## src/rtl/alu_cmd_driver_if.sv

```systemverilog
// Bus bundle for alu_cmd_driver: command intake, ALU operand/result bus,
// result handshake and pass/fail counters.
interface alu_cmd_driver_if;
   logic       cmd_valid;
   logic       cmd_ready;
   logic [1:0] cmd_code;
   logic [3:0] cmd_a;
   logic [3:0] cmd_b;
   logic [1:0] alu_code;
   logic [3:0] alu_a;
   logic [3:0] alu_b;
   logic [4:0] alu_c;
   logic       res_valid;
   logic       res_ready;
   logic [4:0] res_data;
   logic [1:0] res_code;
   logic       res_err;
   logic [7:0] pass_cnt;
   logic [7:0] fail_cnt;

   // Driver side
   modport master (
      input  cmd_valid, cmd_code, cmd_a, cmd_b, alu_c, res_ready,
      output cmd_ready, alu_code, alu_a, alu_b,
      output res_valid, res_data, res_code, res_err, pass_cnt, fail_cnt
   );

   // Environment side: command source, ALU and result consumer
   modport slave (
      output cmd_valid, cmd_code, cmd_a, cmd_b, alu_c, res_ready,
      input  cmd_ready, alu_code, alu_a, alu_b,
      input  res_valid, res_data, res_code, res_err, pass_cnt, fail_cnt
   );
endinterface

```

## src/rtl/alu_cmd_driver.sv

```systemverilog
// ALU bus master: queues commands, drives them to the ALU one at a time,
// samples the result after SETTLE cycles and checks it against a golden model.
module alu_cmd_driver #(
   parameter int unsigned DEPTH  = 4,
   parameter int unsigned SETTLE = 1
) (
   input logic             clk,
   input logic             rst_n,
   alu_cmd_driver_if.master bus
);
   localparam int unsigned PW   = (DEPTH > 1) ? $clog2(DEPTH) : 1;
   localparam int unsigned PTRW = PW + 1;
   localparam int unsigned CNTW = 4;
   localparam int unsigned RW   = 5;
   localparam int unsigned SCW  = 8;

   typedef enum logic [1:0] {IDLE, DRIVE, RESP} state_t;

   typedef struct packed {
      logic [1:0] code;
      logic [3:0] a;
      logic [3:0] b;
   } cmd_t;

   state_t            state_q, state_d;
   cmd_t              mem_q [DEPTH];
   logic [PTRW-1:0]   wr_ptr_q, rd_ptr_q;
   cmd_t              alu_q, alu_d;
   logic [CNTW-1:0]   cnt_q, cnt_d;
   logic              res_valid_q, res_valid_d;
   logic [RW-1:0]     res_data_q, res_data_d;
   logic [1:0]        res_code_q, res_code_d;
   logic              res_err_q, res_err_d;
   logic [SCW-1:0]    pass_q, pass_d;
   logic [SCW-1:0]    fail_q, fail_d;
   logic              full, empty, push, pop;
   cmd_t              cmd_in;

   // Extra pointer MSB distinguishes full from empty
   assign full   = (wr_ptr_q[PW] != rd_ptr_q[PW]) &&
                   (wr_ptr_q[PW-1:0] == rd_ptr_q[PW-1:0]);
   assign empty  = (wr_ptr_q == rd_ptr_q);
   assign push   = bus.cmd_valid && !full;
   assign pop    = (state_q == IDLE) && !empty;
   assign cmd_in = '{code: bus.cmd_code, a: bus.cmd_a, b: bus.cmd_b};

   // Bit 4 is ignored for AND because the ALU leaves it unassigned
   function automatic logic golden_err(input cmd_t c, input logic [RW-1:0] r);
      logic [RW-1:0] a5, b5;
      a5 = {1'b0, c.a};
      b5 = {1'b0, c.b};
      case (c.code)
         2'b00:   golden_err = (r[3:0] != (c.a & c.b));
         2'b01:   golden_err = (r != (a5 | b5));
         2'b10:   golden_err = (r != RW'(a5 - b5));
         default: golden_err = (r != RW'(a5 + b5));
      endcase
   endfunction

   always_ff @(posedge clk) begin
      if (push) mem_q[wr_ptr_q[PW-1:0]] <= cmd_in;
   end

   always_ff @(posedge clk or negedge rst_n) begin
      if (!rst_n) begin
         wr_ptr_q <= '0;
         rd_ptr_q <= '0;
      end else begin
         if (push) wr_ptr_q <= wr_ptr_q + PTRW'(1);
         if (pop)  rd_ptr_q <= rd_ptr_q + PTRW'(1);
      end
   end

   always_ff @(posedge clk or negedge rst_n) begin
      if (!rst_n) begin
         state_q     <= IDLE;
         alu_q       <= '0;
         cnt_q       <= '0;
         res_valid_q <= 1'b0;
         res_data_q  <= '0;
         res_code_q  <= '0;
         res_err_q   <= 1'b0;
         pass_q      <= '0;
         fail_q      <= '0;
      end else begin
         state_q     <= state_d;
         alu_q       <= alu_d;
         cnt_q       <= cnt_d;
         res_valid_q <= res_valid_d;
         res_data_q  <= res_data_d;
         res_code_q  <= res_code_d;
         res_err_q   <= res_err_d;
         pass_q      <= pass_d;
         fail_q      <= fail_d;
      end
   end

   always_comb begin
      state_d     = state_q;
      alu_d       = alu_q;
      cnt_d       = cnt_q;
      res_valid_d = res_valid_q;
      res_data_d  = res_data_q;
      res_code_d  = res_code_q;
      res_err_d   = res_err_q;
      pass_d      = pass_q;
      fail_d      = fail_q;
      case (state_q)
         IDLE: begin
            if (!empty) begin
               alu_d   = mem_q[rd_ptr_q[PW-1:0]];
               cnt_d   = CNTW'(SETTLE);
               state_d = DRIVE;
            end
         end
         DRIVE: begin
            if (cnt_q <= CNTW'(1)) begin
               res_data_d  = bus.alu_c;
               res_code_d  = alu_q.code;
               res_err_d   = golden_err(alu_q, bus.alu_c);
               res_valid_d = 1'b1;
               state_d     = RESP;
            end else begin
               cnt_d = cnt_q - CNTW'(1);
            end
         end
         RESP: begin
            if (bus.res_ready) begin
               res_valid_d = 1'b0;
               if (res_err_q) begin
                  if (fail_q != '1) fail_d = fail_q + SCW'(1);
               end else begin
                  if (pass_q != '1) pass_d = pass_q + SCW'(1);
               end
               state_d = IDLE;
            end
         end
         default: state_d = IDLE;
      endcase
   end

   assign bus.cmd_ready = !full;
   assign bus.alu_code  = alu_q.code;
   assign bus.alu_a     = alu_q.a;
   assign bus.alu_b     = alu_q.b;
   assign bus.res_valid = res_valid_q;
   assign bus.res_data  = res_data_q;
   assign bus.res_code  = res_code_q;
   assign bus.res_err   = res_err_q;
   assign bus.pass_cnt  = pass_q;
   assign bus.fail_cnt  = fail_q;
endmodule

```

## src/flat_wrapper.sv

```systemverilog
// flat-port wrapper written by rule: the top's interface ports become plain ports
module alu_cmd_driver_flat 
#(
   parameter int unsigned DEPTH  = 4,
   parameter int unsigned SETTLE = 1
)
  (clk, rst_n, bus_cmd_valid, bus_cmd_code, bus_cmd_a, bus_cmd_b, bus_alu_c, bus_res_ready, bus_cmd_ready, bus_alu_code, bus_alu_a, bus_alu_b, bus_res_valid, bus_res_data, bus_res_code, bus_res_err, bus_pass_cnt, bus_fail_cnt);
  alu_cmd_driver_if bus_i ();
  input logic clk;
  input logic rst_n;
  input wire logic [$bits(bus_i.cmd_valid)-1:0] bus_cmd_valid;
  input wire logic [$bits(bus_i.cmd_code)-1:0] bus_cmd_code;
  input wire logic [$bits(bus_i.cmd_a)-1:0] bus_cmd_a;
  input wire logic [$bits(bus_i.cmd_b)-1:0] bus_cmd_b;
  input wire logic [$bits(bus_i.alu_c)-1:0] bus_alu_c;
  input wire logic [$bits(bus_i.res_ready)-1:0] bus_res_ready;
  output wire logic [$bits(bus_i.cmd_ready)-1:0] bus_cmd_ready;
  output wire logic [$bits(bus_i.alu_code)-1:0] bus_alu_code;
  output wire logic [$bits(bus_i.alu_a)-1:0] bus_alu_a;
  output wire logic [$bits(bus_i.alu_b)-1:0] bus_alu_b;
  output wire logic [$bits(bus_i.res_valid)-1:0] bus_res_valid;
  output wire logic [$bits(bus_i.res_data)-1:0] bus_res_data;
  output wire logic [$bits(bus_i.res_code)-1:0] bus_res_code;
  output wire logic [$bits(bus_i.res_err)-1:0] bus_res_err;
  output wire logic [$bits(bus_i.pass_cnt)-1:0] bus_pass_cnt;
  output wire logic [$bits(bus_i.fail_cnt)-1:0] bus_fail_cnt;
  assign bus_i.cmd_valid = bus_cmd_valid;
  assign bus_i.cmd_code = bus_cmd_code;
  assign bus_i.cmd_a = bus_cmd_a;
  assign bus_i.cmd_b = bus_cmd_b;
  assign bus_i.alu_c = bus_alu_c;
  assign bus_i.res_ready = bus_res_ready;
  assign bus_cmd_ready = bus_i.cmd_ready;
  assign bus_alu_code = bus_i.alu_code;
  assign bus_alu_a = bus_i.alu_a;
  assign bus_alu_b = bus_i.alu_b;
  assign bus_res_valid = bus_i.res_valid;
  assign bus_res_data = bus_i.res_data;
  assign bus_res_code = bus_i.res_code;
  assign bus_res_err = bus_i.res_err;
  assign bus_pass_cnt = bus_i.pass_cnt;
  assign bus_fail_cnt = bus_i.fail_cnt;
  alu_cmd_driver #(.DEPTH(DEPTH), .SETTLE(SETTLE)) u_core (.clk(clk), .rst_n(rst_n), .bus(bus_i));
endmodule
```

## config.mk

```make
export PLATFORM = sky130hd
export DESIGN_NAME = alu_cmd_driver_flat
export DESIGN_NICKNAME = d
export VERILOG_FILES = /design/src/rtl/alu_cmd_driver_if.sv /design/src/rtl/alu_cmd_driver.sv /design/src/flat_wrapper.sv
export SDC_FILE = /design/constraint.sdc
export NUM_CORES = 1
export LEC_CHECK = 0
export CAP_MARGIN = 5
export CORE_MARGIN = 10
export CORE_UTILIZATION = 38
export CTS_CLUSTER_SIZE = 25
export DETAILED_ROUTE_END_ITERATION = 8
export GPL_ROUTABILITY_DRIVEN = 0
export SLEW_MARGIN = 0
export SYNTH_ARGS = -nofsm -noshare
export SYNTH_HDL_FRONTEND = slang
export SYNTH_SLANG_ARGS = --single-unit
export TNS_END_PERCENT = 5
```

## constraint.sdc

```tcl
create_clock -name clk -period 3.3 [get_ports clk]
set_input_delay 0.66 -clock clk [delete_from_list [all_inputs] [get_ports clk]]
set_output_delay 0.66 -clock clk [all_outputs]
set_load 0.02 [all_outputs]
```

==> results.md, run 1 <==
- Critical path arrival: 2.01 ns
- Critical Path End Type: output port
- CTS resizes: 0
- Layout Skew: 0.01227 ns
- Root Driver: clkbuf_8
- Critical-path maximum fanout: 13
- Cell Area, Synth: 0.004006 mm²
- Final Non-Filler Cells: 491
- Final hold vios: 0
- Maximum vdd drop: 0.0003437 V
- MaxCap Viol Count: 0
- Worst skew pair latency: 0.36 ns
- Pin count of the biggest net entering global routing: 20
- Rel. slew slack: 0.5910
- Die height: 122.7 µm
- GR Util All Layers: 0.1084
- Die Footprint: 0.01505 mm²
- Area after DPL: 0.004705 mm²
- Clock tree sinks: 87
- DP Cell Count: 475
- Outcome: completed
- CP startpoint kind: flip-flop
- Post-CTS Setup Inserts: 0
- Layout cell share with drive strength beyond 1: 0.1211
- Register area share after synthesis: 0.5934
- Post-Route WL: 7832 µm
- Io pins: 55
- Row count: 37
- R2R setup slack: 0.67 ns
- Vias in the first global route: 2397
- Inserted Clock Buffers: 9
- Power Density: 980.2 mW/mm²
- Filler cell count in the final layout: 941
- Setup Total Neg Slack: 0 ns
- Post-Synthesis Net Count: 323
- Count of cell types in the netlist: 46
- Vias: 2368
- Crit Path Category: flip-flop to output port
- Routed Antenna Nets: 0
- Slew @ Worst Pin: 0.6116 ns
- Via/cell ratio: 4.823
- Main combinational cell family by area after synthesis: simple AND/OR/NAND/NOR gates
- Xor/xnor share of the synthesized area: 0.07433
- Tmin final: 2.666 ns
- Leak pwr: 0.001940 µW
- Final period utilization: 0.8078
- Drt pass-1 iters: 4
- DRC viols: 0
- # hold bufs at CTS: 0
- # diodes: 0
- Synthesized flop and latch total: 87
- Maximum level of the CTS H-tree: 3
- IO Port Bufs: 54
- Max-slew violation count: 0
- Initial Util: 0.3898
- Synth Area per Inst: 13.96 µm²
- Clock-pin slew on the worst setup and hold paths: 0.10 ns
- Initial drt markers: 79
- FMAX: 375.1 MHz
- Final Net Count: 386
- First-pass GRT wire length: 12750 µm
- CTS Buffer Depth: 2
- R2R depth: 9
- Final instance area: 0.004912 mm²
- Die width: 122.7 µm
- Area fraction in compound gates after synthesis: 0.03716
- Simple-Gate Fraction of Synth Area: 0.1115
- Post-Synthesis Cells: 287
- Worst path required time: 2.64 ns
- Layout Area Growth over Synthesis: 22.61%
- Worst r2r dst: u_core.bus.res_err
- Post-synth top flop: dfrtp_1
- Initial antenna violation count: 0
- DP Wirelength: 5800 µm
- Asr flop ratio synth: 0.5402
- Unrepaired setup endpoints after global routing: no
- Core ar.: 0.01028 mm²
- Post-synthesis adder-cell area fraction: 0.05497
- CTS tree: built
- Synthesis warning total: 0
- Number of flops mapped to enable cells by yosys: 40
- Gr ovfl total: 0
- Reg-to-Reg Start: u_core.bus.alu_code[1]
- Hold Path Class: input port to asynchronous set/reset pin
- Setup violations, final: 0
- WL/cell: 15.95 µm
- Mux cell area share after synthesis: 0.1090
## sequential cells by signal, indices dropped and copies added (netlist names), 2 cells and up
register             count
u_core.bus.fail_cnt      8
u_core.bus.alu_a         4
u_core.mem_q            40
u_core.state_q           2
u_core.bus.pass_cnt      8
u_core.wr_ptr_q          3
u_core.bus.alu_b         4
u_core.cnt_q             4
u_core.bus.res_data      5
u_core.bus.res_code      2
u_core.rd_ptr_q          3
u_core.bus.alu_code      2
## routing by layer
| layer | up-vias | GRT usage | wire length (µm) |
|---|---|---|---|
| li1 | 1158 | - | - |
| met1 | 1150 | 0.1409 | 3699 |
| met2 | 50 | 0.1663 | 3582 |
| met3 | 10 | 0.03168 | 445 |
| met4 | 0 | 0.04418 | 104 |
| met5 | - | 0 | 0 |
## worst max-delay path: stages, from the launching register on
cell and delay (ns):
dfrtp_1 0.37, buf_4 0.19, xor2_1 0.23, nor2_1 0.07, nand2_1 0.14, clkdlybuf4s50_1 0.64
## cells in the final DEF, fill, tap and decap left out, types with 5 or more instances in the layout
cell type and n:
clkdlybuf4s50_1 53, dfrtp_1 47, edfxtp_1 40, nand2_1 28
xor2_1 17, xnor2_1 17, ha_1 16, mux2_1 14
nor2_1 12, inv_1 11, mux4_2 10, clkbuf_8 9
o21ai_0 6, nand2b_1 5
## kinds of logic (layout without fill, tap and decap cells)
kind of cell | Yosys count | count (layout)
AOI/OAI and AO/OA | 22 | 22
xor gates and xnor gates | 34 | 34
adders and majority gates | 17 | 17
buffers and inverters | 17 | 85
DFF | 87 | 87
muxes | 29 | 29
and+or+nand+nor | 81 | 81
## final cells by class
cell class | instances | area [µm²] | area share
sequential | 87 | 2377 | 0.4840
inverter | 11 | 41.29 | 0.008406
clock inverter | 7 | 83.83 | 0.01707
clock buffer | 9 | 123.9 | 0.02522
tap | 136 | 170.2 | 0.03464
multi-input combinational | 183 | 1550 | 0.3156
timing repair buffer | 58 | 565.5 | 0.1151
## synthesized netlist by cell type (all sizes together) (2+ instances only)
cell type | count | area [µm²]
mux2i | 2 | 20.02
mux2 | 17 | 191.4
mux4 | 10 | 225.2
nand3 | 4 | 20.02
a21oi | 4 | 20.02
dfrtp | 47 | 1176
xnor2 | 17 | 148.9
a31oi | 4 | 40.04
or3 | 2 | 12.51
nand2 | 28 | 105.1
nor2 | 12 | 45.04
o21a | 2 | 16.27
nand2b | 5 | 31.28
nand4 | 4 | 31.28
nand3b | 2 | 15.01
o211ai | 2 | 15.01
edfxtp | 40 | 1201
and2 | 3 | 18.77
and3 | 4 | 25.02
nor3 | 6 | 51.30
xor2 | 17 | 148.9
o21ai | 8 | 40.04
nor4 | 4 | 31.28
buf | 5 | 33.78
ha | 16 | 200.2
inv | 11 | 41.29
nor2b | 3 | 21.27
## where the power goes
group / total [µW] / switching (µW) / internal [µW]
logic: 2270 / 1180 / 1090
clock network: 752 / 445 / 307
registers: 1790 / 301 / 1490
total: 4810 / 1930 / 2890
## how the worst max path moves through the flow
stage                                start                  to  slack (ns)  depth (start not counted)
CTS                     u_core.rd_ptr_q[1]       bus_cmd_ready        0.58                          5
finish                  u_core.rd_ptr_q[1]       bus_cmd_ready        0.63                          5
global placement    u_core.bus.alu_code[1]  u_core.bus.res_err        0.76                          9
global route            u_core.rd_ptr_q[1]       bus_cmd_ready        0.46                          5
floorplan           u_core.bus.alu_code[1]  u_core.bus.res_err        0.78                         10
detailed placement  u_core.bus.alu_code[1]  u_core.bus.res_err        0.68                          9
## through the flow
step / setup slack [ns] / hold slack [ns] / total power [µW] / utilization
after floorplan: 0.7754 / 0.3644 / 3376 / -
after global placement: 0.7584 / 0.4727 / 4086 / 0.4578
after detailed placement: 0.6809 / 0.4625 / 4133 / 0.4578
after CTS: 0.5824 / 0.2220 / 4908 / 0.4780
after global routing: 0.4648 / 0.2436 / 5207 / 0.4780
final: 0.6342 / 0.2230 / 4815 / 0.4780
Note: power is estimated with default switching activity, not from simulation.
==> inputs of run 2 (changes only) <==
Clock period 3.3 ns to 2.3 ns, I/O delays scaled along.
==> results.md, run 2 (same netlist as run 1, synthesis figures left out) <==
- Vias in the first global route: 2629
- Unrepaired setup endpoints after global routing: yes
- Critical-path maximum fanout: 6
- IO Port Bufs: 54
- Reg-to-Reg Start: u_core.bus.alu_b[1]
- GR Util All Layers: 0.1123
- First-pass GRT wire length: 13460 µm
- Inserted Clock Buffers: 9
- Core Util, Final: 0.4882
- Maximum vdd drop: 0.0006413 V
- Initial drt markers: 84
- R2R setup slack: 0.03 ns
- Max-slew violation count: 0
- GR Util met3: 0.02984
- Layout Skew: 0.01900 ns
- Gr ovfl total: 0
- Clock-pin slew on the worst setup and hold paths: 0.11 ns
- Layout Area Growth over Synthesis: 25.23%
- Pin count of the biggest net entering global routing: 24
- Crit path largest cell delay: 0.41 ns
- Initial Util: 0.3898
- Area after DPL: 0.004807 mm²
- Slew @ Worst Pin: 0.6087 ns
- Critical Path End Type: flip-flop
- Row count: 37
- MaxCap Viol Count: 0
- Final hold vios: 0
- Worst Path Buf+Inv: 1
- # diodes: 0
- Maximum level of the CTS H-tree: 3
- CP startpoint kind: flip-flop
- GRT busiest layer: met2
- Die height: 122.7 µm
- Drt pass-1 iters: 4
- Die Footprint: 0.01505 mm²
- GR Util met2: 0.1841
- Worst skew pair latency: 0.35 ns
- Layout cell share with drive strength beyond 1: 0.1753
- Critical path arrival: 2.50 ns
- R2R depth: 11
- FMAX: 440.1 MHz
- Worst path required time: 2.53 ns
- Vias: 2438
- Root Driver: clkbuf_8
- Worst r2r dst: u_core.bus.res_err
- Die width: 122.7 µm
- Setup violations, final: 0
- Hold Path Class: input port to asynchronous set/reset pin
- Core ar.: 0.01028 mm²
- Commonest non-fill, non-tap cells in the layout: 52 x clkdlybuf4s50_1, 44 x dfrtp_1, 40 x edfxtp_1
- Via/cell ratio: 4.866
- Initial antenna violation count: 0
- Tmin final: 2.272 ns
- Max reg flops: 40
- Crit path max-delay family: compound AO/OA/AOI/OAI gates
- Clock tree sinks: 87
- Routed Antenna Nets: 0
- CP Depth: 11
- Rel. slew slack: 0.5929
- Setup Total Neg Slack: 0 ns
- Power, Total: 7148 µW
- # hold bufs at CTS: 0
- Final Net Count: 396
- Outcome: completed
- Io pins: 55
- Crit Path Category: flip-flop to flip-flop
- Fin worst setup slack: 0.02765 ns
- Slowest cell on the critical path: dfrtp_2
- CTS Buffer Depth: 2
- DP Wirelength: 5971 µm
- Power Density: 1425 mW/mm²
- CTS tree: built
- Leak pwr: 0.001978 µW
- Commonest non-fill, non-tap cell in the layout: clkdlybuf4s50_1
- Final instance area: 0.005017 mm²
- Pre-CTS WS: 0.01451 ns
- Post-CTS Setup Inserts: 0
- WL/cell: 16.14 µm
- M1 GR Usage: 0.1427
- DRC viols: 0
- Critical Path, Cell by Cell: buf_4 > nor3_2 > nor2_1 > xnor2_1 > ha_1 > a21oi_2 > nand2_2 > o31a_1 > o311ai_1 > xor2_1 > a31oi_1
- Final period utilization: 0.9880
- Post-Route WL: 8084 µm
## run 2: worst max-delay path by stage
stage          slack [ns]                    from                  to
2_1_floorplan      -0.006  u_core.bus.alu_code[1]  u_core.bus.res_err
3_3_place_gp         0.05     u_core.bus.alu_b[0]  u_core.bus.res_err
3_5_place_dp         0.01     u_core.bus.alu_b[0]  u_core.bus.res_err
4_1_cts           -0.0003     u_core.bus.alu_b[1]  u_core.bus.res_err
5_1_grt             -0.16     u_core.bus.alu_b[1]  u_core.bus.res_err
6_report             0.03     u_core.bus.alu_b[1]  u_core.bus.res_err
## run 2: worst register-to-register path, stage by stage, from the launching register on
cell	delay (ns)
dfrtp_2	0.41
buf_4	0.16
nor3_2	0.16
nor2_1	0.06
xnor2_1	0.13
ha_1	0.35
a21oi_2	0.17
nand2_2	0.08
o31a_1	0.27
o311ai_1	0.09
xor2_1	0.18
a31oi_1	0.09
## run 2: cell type report
cell class | instances | area, µm²
tap | 136 | 170.2
timing repair buffer | 68 | 639.4
inverter | 11 | 41.29
clock buffer | 9 | 123.9
multi-input combinational | 183 | 1600
fill | 941 | 5260
sequential | 87 | 2381
clock inverter | 7 | 61.31
## run 2: layer usage
| metal | up-vias | share of wire |
|---|---|---|
| li1 | 1178 | - |
| met3 | 7 | 0.053 |
| met4 | 0 | 0.0084 |
| met1 | 1202 | 0.45 |
| met2 | 51 | 0.49 |
| met5 | - | 0 |
## run 2: through the flow
| stage | std cells | hold WS [ns] |
|---|---|---|
| finish | 501 | 0.02437 |
| global route | 501 | 0.02379 |
| CTS | 501 | 0.02735 |
| detailed placement | 485 | 0.4200 |
| global placement | 485 | 0.4199 |
| floorplan | 287 | 0.1644 |
## run 2: what timing repair did
item | 4_1_cts | 5_1_grt
pin swaps | 0 | 4
cloned | 0 | 0
endpoints found under the hold margin | 0 | 0
resized for setup | 2 | 4
endpoints found under the setup margin | 2 | 1
## run 2: where the power goes
part	switching (µW)	leakage (µW)	internal (µW)
Combinational	1850	0.000940	1750
Sequential	378	0.000947	2140
Clock	608	0.0000906	417
==> inputs of run 3 (changes only) <==
Settings changed: TNS_END_PERCENT 5 to unset.
==> results.md, run 3 (same netlist as run 1, synthesis figures left out) <==
- Outcome: completed
- WL/cell: 16.13 µm
- Area after DPL: 0.004807 mm²
- Slew @ Worst Pin: 0.6191 ns
- Critical Path End Type: flip-flop
- Gr ovfl total: 0
- # diodes: 0
- Filler cell count in the final layout: 936
- Layout Skew: 0.01937 ns
- Root Driver: clkbuf_8
- GR Util met2: 0.1841
- MaxCap Viol Count: 0
- R2R setup slack: 0.02 ns
- IO Port Bufs: 54
- Final period utilization: 0.9927
- CTS tree: built
- Worst r2r dst: u_core.bus.res_err
- Clock-pin slew on the worst setup and hold paths: 0.11 ns
- Inserted Clock Buffers: 9
- Vias in the first global route: 2626
- Via/cell ratio: 4.850
- FMAX: 438.0 MHz
- Drt pass-1 iters: 4
- Critical path arrival: 2.51 ns
- Row count: 37
- GRT busiest layer: met2
- Leak pwr: 0.002003 µW
- Worst skew pair latency: 0.35 ns
- Worst path required time: 2.53 ns
- Power Density: 1453 mW/mm²
- Die width: 122.7 µm
- Routed Antenna Nets: 0
- CP startpoint kind: flip-flop
- M1 GR Usage: 0.1424
- Maximum level of the CTS H-tree: 3
- Die height: 122.7 µm
- Die Footprint: 0.01505 mm²
- First-pass GRT wire length: 13450 µm
- Power, Total: 7367 µW
- Maximum vdd drop: 0.0006445 V
- # hold bufs at CTS: 0
- Initial antenna violation count: 0
- Critical-path maximum fanout: 2
- GR Util All Layers: 0.1122
- Max-slew violation count: 0
- Hold Path Class: input port to asynchronous set/reset pin
- GR Util met3: 0.02984
- Final Net Count: 400
- Max reg flops: 40
- Commonest non-fill, non-tap cell in the layout: clkdlybuf4s50_1
- Rel. slew slack: 0.5859
- DRC viols: 0
- Layout cell share with drive strength beyond 1: 0.1843
- Vias: 2449
- Post-Route WL: 8148 µm
- DP Wirelength: 5971 µm
- Final hold vios: 0
- Crit Path Category: flip-flop to flip-flop
- Clock tree sinks: 87
- Unrepaired setup endpoints after global routing: yes
- CTS Buffer Depth: 2
- Final instance area: 0.005070 mm²
- Initial Util: 0.3898
- Initial drt markers: 91
- Reg-to-Reg Start: u_core.bus.alu_b[0]
- Pin count of the biggest net entering global routing: 24
- Core ar.: 0.01028 mm²
- R2R depth: 10
- Layout Area Growth over Synthesis: 26.55%
- Io pins: 55
- Setup violations, final: 0
- Commonest non-fill, non-tap cells in the layout: 52 x clkdlybuf4s50_1, 44 x dfrtp_1, 40 x edfxtp_1
- Tmin final: 2.283 ns
==> run 3: layout make-up <==
cell class                      count  area (µm²)  area share
Clock buffer                        9       123.9     0.02443
Clock inverter                      7       61.31     0.01209
Inverter                           11       41.29    0.008144
Multi-Input combinational cell    183        1612      0.3179
Sequential cell                    87        2381      0.4696
Tap cell                          136       170.2     0.03356
Timing Repair Buffer               72       680.7      0.1343
==> run 3: worst max path at each step <==
| stage | from | endpoint | slack [ns] | cells after the start |
|---|---|---|---|---|
| floorplan | u_core.bus.alu_code[1] | u_core.bus.res_err | -0.006 | 10 |
| global placement | u_core.bus.alu_b[0] | u_core.bus.res_err | 0.05 | 10 |
| detailed placement | u_core.bus.alu_b[0] | u_core.bus.res_err | 0.01 | 10 |
| CTS | u_core.bus.alu_b[1] | u_core.bus.res_err | 0.008 | 11 |
| global route | u_core.bus.alu_b[0] | u_core.bus.res_err | -0.17 | 10 |
| finish | u_core.bus.alu_b[0] | u_core.bus.res_err | 0.02 | 10 |
==> run 3: worst max-delay path, cell delays in order (launching register included) <==
cell	delay, ns
dfrtp_2	0.43
inv_2	0.09
ha_4	0.21
mux2i_4	0.15
ha_1	0.25
nor2b_1	0.13
o21a_1	0.17
or3_4	0.34
a31oi_4	0.16
xor2_1	0.16
a31oi_1	0.09
==> run 3: what timing repair did <==
| action | in CTS | in global routing |
|---|---|---|
| endpoints found under the setup margin | 2 | 1 |
| gates resized for setup | 3 | 7 |
| setup buffers | 0 | 4 |
| gates cloned | 0 | 0 |
| pin swaps | 2 | 9 |
==> run 3: layer usage <==
| metal | vias up | wire (µm) |
|---|---|---|
| met4 | 0 | 83 |
| met5 | - | 0 |
| met1 | 1197 | 3679 |
| met2 | 55 | 3951 |
| met3 | 9 | 434 |
| li1 | 1188 | - |
==> run 3: report_power, final <==
part	internal (µW)	switching, µW	total, µW
Sequential	2140	383	2520
Combinational	1910	1910	3820
Clock	417	606	1020
==> run 3: stage by stage <==
stage,setup TNS [ns],setup WS (ns),util,instances,hold slack [ns]
finish,0,0.01670,0.4933,505,0.02436
global route,-0.1719,-0.1719,0.4933,505,0.02379
CTS,0,0.008333,0.4870,501,0.02735
detailed placement,0,0.01451,0.4677,485,0.4200
global placement,0,0.04796,0.4677,485,0.4199
floorplan,-0.006410,-0.006410,-,287,0.1644
